[src/rtl/axi_burst_pkg.sv]
// ============================================================================
// Module  : axi_burst_pkg
// Purpose : Shared widths, burst limit and FSM state encoding for the
//           axi_burst_master command-driven burst engine.
// Revision: 1.0  initial release
// ============================================================================
`default_nettype none

package axi_burst_pkg;

    localparam int DATA_W  = 32;
    localparam int MAX_LEN = 32;

    typedef enum logic [2:0] {
        S_IDLE  = 3'd0,
        S_WREQ  = 3'd1,
        S_WDATA = 3'd2,
        S_RREQ  = 3'd3,
        S_RDATA = 3'd4,
        S_DONE  = 3'd5
    } state_e;

endpackage

`default_nettype wire

[src/rtl/axi_burst_master.sv]
// ============================================================================
// Module  : axi_burst_master
// Purpose : Takes one read/write burst command at a time, issues the request
//           to the downstream slave and streams the beats through.
// Revision: 1.0  initial release
// ============================================================================
`default_nettype none

module axi_burst_master
    import axi_burst_pkg::*;
#(
    parameter int DATA_W  = axi_burst_pkg::DATA_W,
    parameter int MAX_LEN = axi_burst_pkg::MAX_LEN
) (
    input  logic              ARES_design_CLK,
    input  logic              ARES_design_RESET,

    input  logic              CMD_valid,
    output logic              CMD_ready,
    input  logic              CMD_write,
    input  logic [DATA_W-1:0] CMD_addr,
    input  logic [DATA_W-1:0] CMD_len,
    output logic              CMD_done,
    output logic              CMD_err,

    input  logic [DATA_W-1:0] WR_data,
    input  logic              WR_valid,
    output logic              WR_ready,

    output logic [DATA_W-1:0] RD_data,
    output logic              RD_valid,
    input  logic              RD_ready,

    output logic [DATA_W-1:0] MEM_WReq_addr,
    output logic [DATA_W-1:0] MEM_WReq_size,
    output logic              MEM_WReq_valid,
    input  logic              MEM_WReq_ready,
    output logic [DATA_W-1:0] MEM_W_data,
    output logic              MEM_W_valid,
    input  logic              MEM_W_ready,

    output logic [DATA_W-1:0] MEM_RReq_addr,
    output logic [DATA_W-1:0] MEM_RReq_size,
    output logic              MEM_RReq_valid,
    input  logic              MEM_RReq_ready,
    input  logic [DATA_W-1:0] MEM_R_data,
    input  logic              MEM_R_valid,
    output logic              MEM_R_ready
);

    state_e            state_q, state_d;
    logic [DATA_W-1:0] addr_q,  addr_d;
    logic [DATA_W-1:0] len_q,   len_d;
    logic [DATA_W-1:0] rem_q,   rem_d;
    logic              err_q,   err_d;

    always_ff @(posedge ARES_design_CLK or negedge ARES_design_RESET) begin
        if (!ARES_design_RESET) begin
            state_q <= S_IDLE;
            addr_q  <= '0;
            len_q   <= '0;
            rem_q   <= '0;
            err_q   <= 1'b0;
        end else begin
            state_q <= state_d;
            addr_q  <= addr_d;
            len_q   <= len_d;
            rem_q   <= rem_d;
            err_q   <= err_d;
        end
    end

    always_comb begin
        state_d        = state_q;
        addr_d         = addr_q;
        len_d          = len_q;
        rem_d          = rem_q;
        err_d          = err_q;

        CMD_ready      = 1'b0;
        CMD_done       = 1'b0;
        CMD_err        = 1'b0;
        WR_ready       = 1'b0;
        RD_data        = '0;
        RD_valid       = 1'b0;
        MEM_WReq_addr  = '0;
        MEM_WReq_size  = '0;
        MEM_WReq_valid = 1'b0;
        MEM_W_data     = '0;
        MEM_W_valid    = 1'b0;
        MEM_RReq_addr  = '0;
        MEM_RReq_size  = '0;
        MEM_RReq_valid = 1'b0;
        MEM_R_ready    = 1'b0;

        case (state_q)
            S_IDLE: begin
                CMD_ready = 1'b1;
                if (CMD_valid) begin
                    addr_d = CMD_addr;
                    len_d  = CMD_len;
                    if (CMD_len == '0) begin
                        state_d = S_DONE;
                    end else if (CMD_len > DATA_W'(MAX_LEN)) begin
                        err_d   = 1'b1;
                        state_d = S_DONE;
                    end else if (CMD_write) begin
                        state_d = S_WREQ;
                    end else begin
                        state_d = S_RREQ;
                    end
                end
            end

            S_WREQ: begin
                MEM_WReq_valid = 1'b1;
                MEM_WReq_addr  = addr_q;
                MEM_WReq_size  = len_q;
                if (MEM_WReq_ready) begin
                    rem_d   = len_q;
                    state_d = S_WDATA;
                end
            end

            S_WDATA: begin
                MEM_W_valid = WR_valid;
                WR_ready    = MEM_W_ready;
                MEM_W_data  = WR_data;
                // The counter never wraps; the beat seen at one is the last.
                if (WR_valid && MEM_W_ready && rem_q != '0) begin
                    rem_d = rem_q - DATA_W'(1);
                    if (rem_q == DATA_W'(1)) begin
                        state_d = S_DONE;
                    end
                end
            end

            S_RREQ: begin
                MEM_RReq_valid = 1'b1;
                MEM_RReq_addr  = addr_q;
                MEM_RReq_size  = len_q;
                if (MEM_RReq_ready) begin
                    rem_d   = len_q;
                    state_d = S_RDATA;
                end
            end

            S_RDATA: begin
                RD_valid    = MEM_R_valid;
                MEM_R_ready = RD_ready;
                RD_data     = MEM_R_data;
                if (MEM_R_valid && RD_ready && rem_q != '0) begin
                    rem_d = rem_q - DATA_W'(1);
                    if (rem_q == DATA_W'(1)) begin
                        state_d = S_DONE;
                    end
                end
            end

            S_DONE: begin
                CMD_done = 1'b1;
                CMD_err  = err_q;
                err_d    = 1'b0;
                state_d  = S_IDLE;
            end

            default: begin
                state_d = S_IDLE;
            end
        endcase
    end

endmodule

`default_nettype wire

[config.mk]
export PLATFORM = sky130hd
export DESIGN_NAME = axi_burst_master
export DESIGN_NICKNAME = d
export VERILOG_FILES = /design/src/rtl/axi_burst_pkg.sv /design/src/rtl/axi_burst_master.sv
export SDC_FILE = /design/constraint.sdc
export NUM_CORES = 1
export LEC_CHECK = 0
export CAP_MARGIN = 40
export CORE_AREA = 2 2 132 134
export DETAILED_ROUTE_END_ITERATION = 12
export DIE_AREA = 0 0 134 136
export GPL_ROUTABILITY_DRIVEN = 0
export PLACE_DENSITY = 0.78
export SLEW_MARGIN = 20
export SYNTH_ARGS = -nofsm -noshare
export SYNTH_HDL_FRONTEND = slang
export SYNTH_SLANG_ARGS = --single-unit
[constraint.sdc]
create_clock -name ARES_design_CLK -period 6.79 [get_ports ARES_design_CLK]
set_clock_uncertainty 0.05 [all_clocks]
set_input_delay 1.358 -clock ARES_design_CLK [delete_from_list [all_inputs] [get_ports ARES_design_CLK]]
set_output_delay 1.358 -clock ARES_design_CLK [all_outputs]
set_load 0.01 [all_outputs]
==> results.md <==
* Outcome: complete, no violations
* Stages on the worst setup path at 3
* First-pass GRT wire length at 36000 µm
* CTS sink cnt at 100
* Slowest cell on the critical path: clkdlybuf4s50_1
* H-tree depth at 3
* WP buf/inv at 2
* Cell count of the worst reg-to-reg path at 7
* Crit path cell chain: clkdlybuf4s50_1, and2_1, clkdlybuf4s50_1
* Drt first pass iters at 5
* Max IR drop VDD at approximately 0.24 mV
* Grt ovf at 0
* Power Dens Cells at ~370 nW/µm²
* Final std cells w/o fill at between 1000 and 1500
* Most used cell along the critical path: clkdlybuf4s50_1
* Clock-pin slew on the worst setup and hold paths at around 60 ps
* Switch Pwr at around 1.5 mW
* Yosys warns at 0
* DIE AREA at ~18000 µm²
* Crit path DAT at ~2600 ps
* Max-slew violations at 0
* CTS root buffer: clkbuf_16
* Placed cell count at 1205
* Count leader, synth: and2_1
* Cell taking the most area after synthesis: dfrtp_1
* WP data required at 5380 ps
* # IOs at between 300 and 400
* Share of power burned in registers at between 30% and 40%
* Wirelength, routed at 24700 µm
* Area after DPL at 9940 µm²
* CTS buffer count at 9
* Area grow syn2layout at 63.7%
* Critical Path Source: WR_data[3]
* PortBufs at around 340
* CP max FO at 1
* Antenna violations before repair at 4
* CP peak stage delay at roughly 570 ps
* Most frequent cells after synthesis: and2_1, dfrtp_1, mux2_2, clkbuf_1, nor2_1
* Post-synthesis register bit count at 100
* Synth top area share at 39.9%
* Internal reg-to-reg setup slack at 3350 ps
* Final Instance Area at 10300 µm²
* Post-synth EDFFs at 0
* FF-to-FF Start: rem_q[14]
* Max cap viols at 0
* Syn Area/Cell at 9.25 µm²
* Most area-consuming cells after synthesis: dfrtp_1, and2_1, mux2_2, clkbuf_1, nor2_1
* Drt drc at 0
* Final Critical Period at roughly 4000 ps
* Post-synth ARST share at between 90% and 100%
* PnR worst setup slack at 2750 ps
* Worst slew margin at 47.1%
* Leakage dissipation at 4.03 nW
* Count of cell types in the netlist at 51
* TNS Setup at 0 ps
* Clock Power Share at about 15%
* # rows at 48
* Nets at approximately 1100
* Die height at ~140 µm
* CTS tree: yes
* Clk buf depth at 2
* Design Power at 3.85 mW
* Register area share after synthesis at about two fifths
* Drt via density at ~5.2
* Post-layout util at about three fifths
* Hold_ws at 440 ps
* End of the critical path: MEM_W_data[3]
* Via Count at 6351
* Layout cells sized above 1 at around 11%
* Worst-Margin Slew at between 700 and 800 ps
* Largest net degree at the start of global routing at 48
* Synthesized net count at 820
* Post-cts gate resize count at 0
* Final Hold Viols at 0
* Sw Ratio at between 30% and 40%
* Setup Buffers After CTS at 0
* Max Fclk at between 200 and 250 MHz
* Synthesized instance count at a little under 700
* Total GRT Usage at between 20% and 30%
* Worst slack, placed at roughly 2800 ps
* Post-DP HPWL at roughly 19000 µm
* Internal at 2.33 mW
* Final ANT Viol Nets at 0
* Floorplan die width at 134 µm
* Core ar. at 16900 µm²
* Logic pwr share at a little over half
* Period utilization at 59.5%
* WL/cell at 20.2 µm
* Worst reg2reg path endpoint: rem_q[20]
* CP delay by family, top: buffers and inverters
* Initial drt markers at 474
* Worst-Skew Late Latency at approximately 350 ps
* Unrepaired setup endpoints after global routing: no
* Post-Syn Area at between 6000 and 7000 µm²
* Initial core utilization at 37.2%
* Main synth FF type: dfrtp_1
* CP Capture Type: output port
* Final Setup Violations at 0
* CTS Hold Bufs at 0
* Setup Crit Path Kind: in2out
* Startpoint Class: input pin
* Number of global-route vias before repair at just over 6000
* Hold Path Class: reg2reg
[final cells by class]
type                       count  area (µm²)
multi-input combinational    515        3560
antenna                        3        7.51
sequential                   100        2500
clock buffer                  11         243
fill                        1462        6600
timing repair buffer         353        3560
inverter                      12        45.0
clock inverter                 5        82.6
tap                          225         282
[worst min path at each step]
| stage | slack, ps | start | cells past startpoint | endpoint |
|---|---|---|---|---|
| after floorplan | 400 | err_q | 1 | err_q |
| after global placement | 420 | err_q | 1 | err_q |
| after detailed placement | 430 | err_q | 1 | err_q |
| after CTS | 450 | err_q | 1 | err_q |
| after global routing | 480 | addr_q[9] | 1 | addr_q[9] |
| final | 440 | err_q | 1 | err_q |
[cell usage in the layout, fill, tap and decap left out, types with 3 or more instances in the layout]
cell type          n
a211o_1            3
a211oi_1           8
a21oi_1            8
a22o_1             5
a2bb2oi_1         12
a31oi_1           16
and2_1           199
buf_4             12
clkbuf_16          9
clkdlybuf4s50_1  337
dfrtp_1          100
diode_2            3
ha_1               3
inv_1             12
mux2_2            65
nand2_1           25
nand2b_1           5
nand3_1            6
nand4_1            4
nor2_1            32
nor2b_1            4
nor3_1            24
nor4_1            11
o21ai_0           14
o22a_1             6
o22ai_1           10
o2bb2ai_1          4
o31ai_1            7
or2_2              3
or3_1              6
or4_1              4
[power groups by stage]
stage	Clock, mW	Sequential, mW	Combinational (mW)
finish	0.579	1.23	2.03
global route	0.611	1.28	2.21
CTS	0.586	1.23	2.04
detailed placement	0	1.24	2.03
global placement	0	1.22	1.96
floorplan	0	1.09	1.29
[per-layer routing]
layer	wire [µm]	part of all wire, %	GRT usage [%]
met3	1780	7.2	6.45
met1	9710	39	32.0
met4	631	2.6	10.2
met2	12600	51	44.8
met5	13	0.053	0
[flip-flops by register name (all words and copies together) (netlist names)]
name and flops:
len_q 32, addr_q 32, err_q 1, state_q 3, rem_q 32
[cells by family (layout without fill, tap and decap cells)]
logic type / after synthesis / in the layout / synth area share (%)
simple gates: 341 / 341 / 31.7
compound gates: 106 / 106 / 12.1
flops: 100 / 100 / 39.9
mux: 65 / 65 / 11.7
buf+inv: 64 / 381 / 4.10
fa+ha+maj: 3 / 3 / 0.598
other cells: 0 / 3 / 0
No activity file was read; power rests on OpenSTA's default activity.
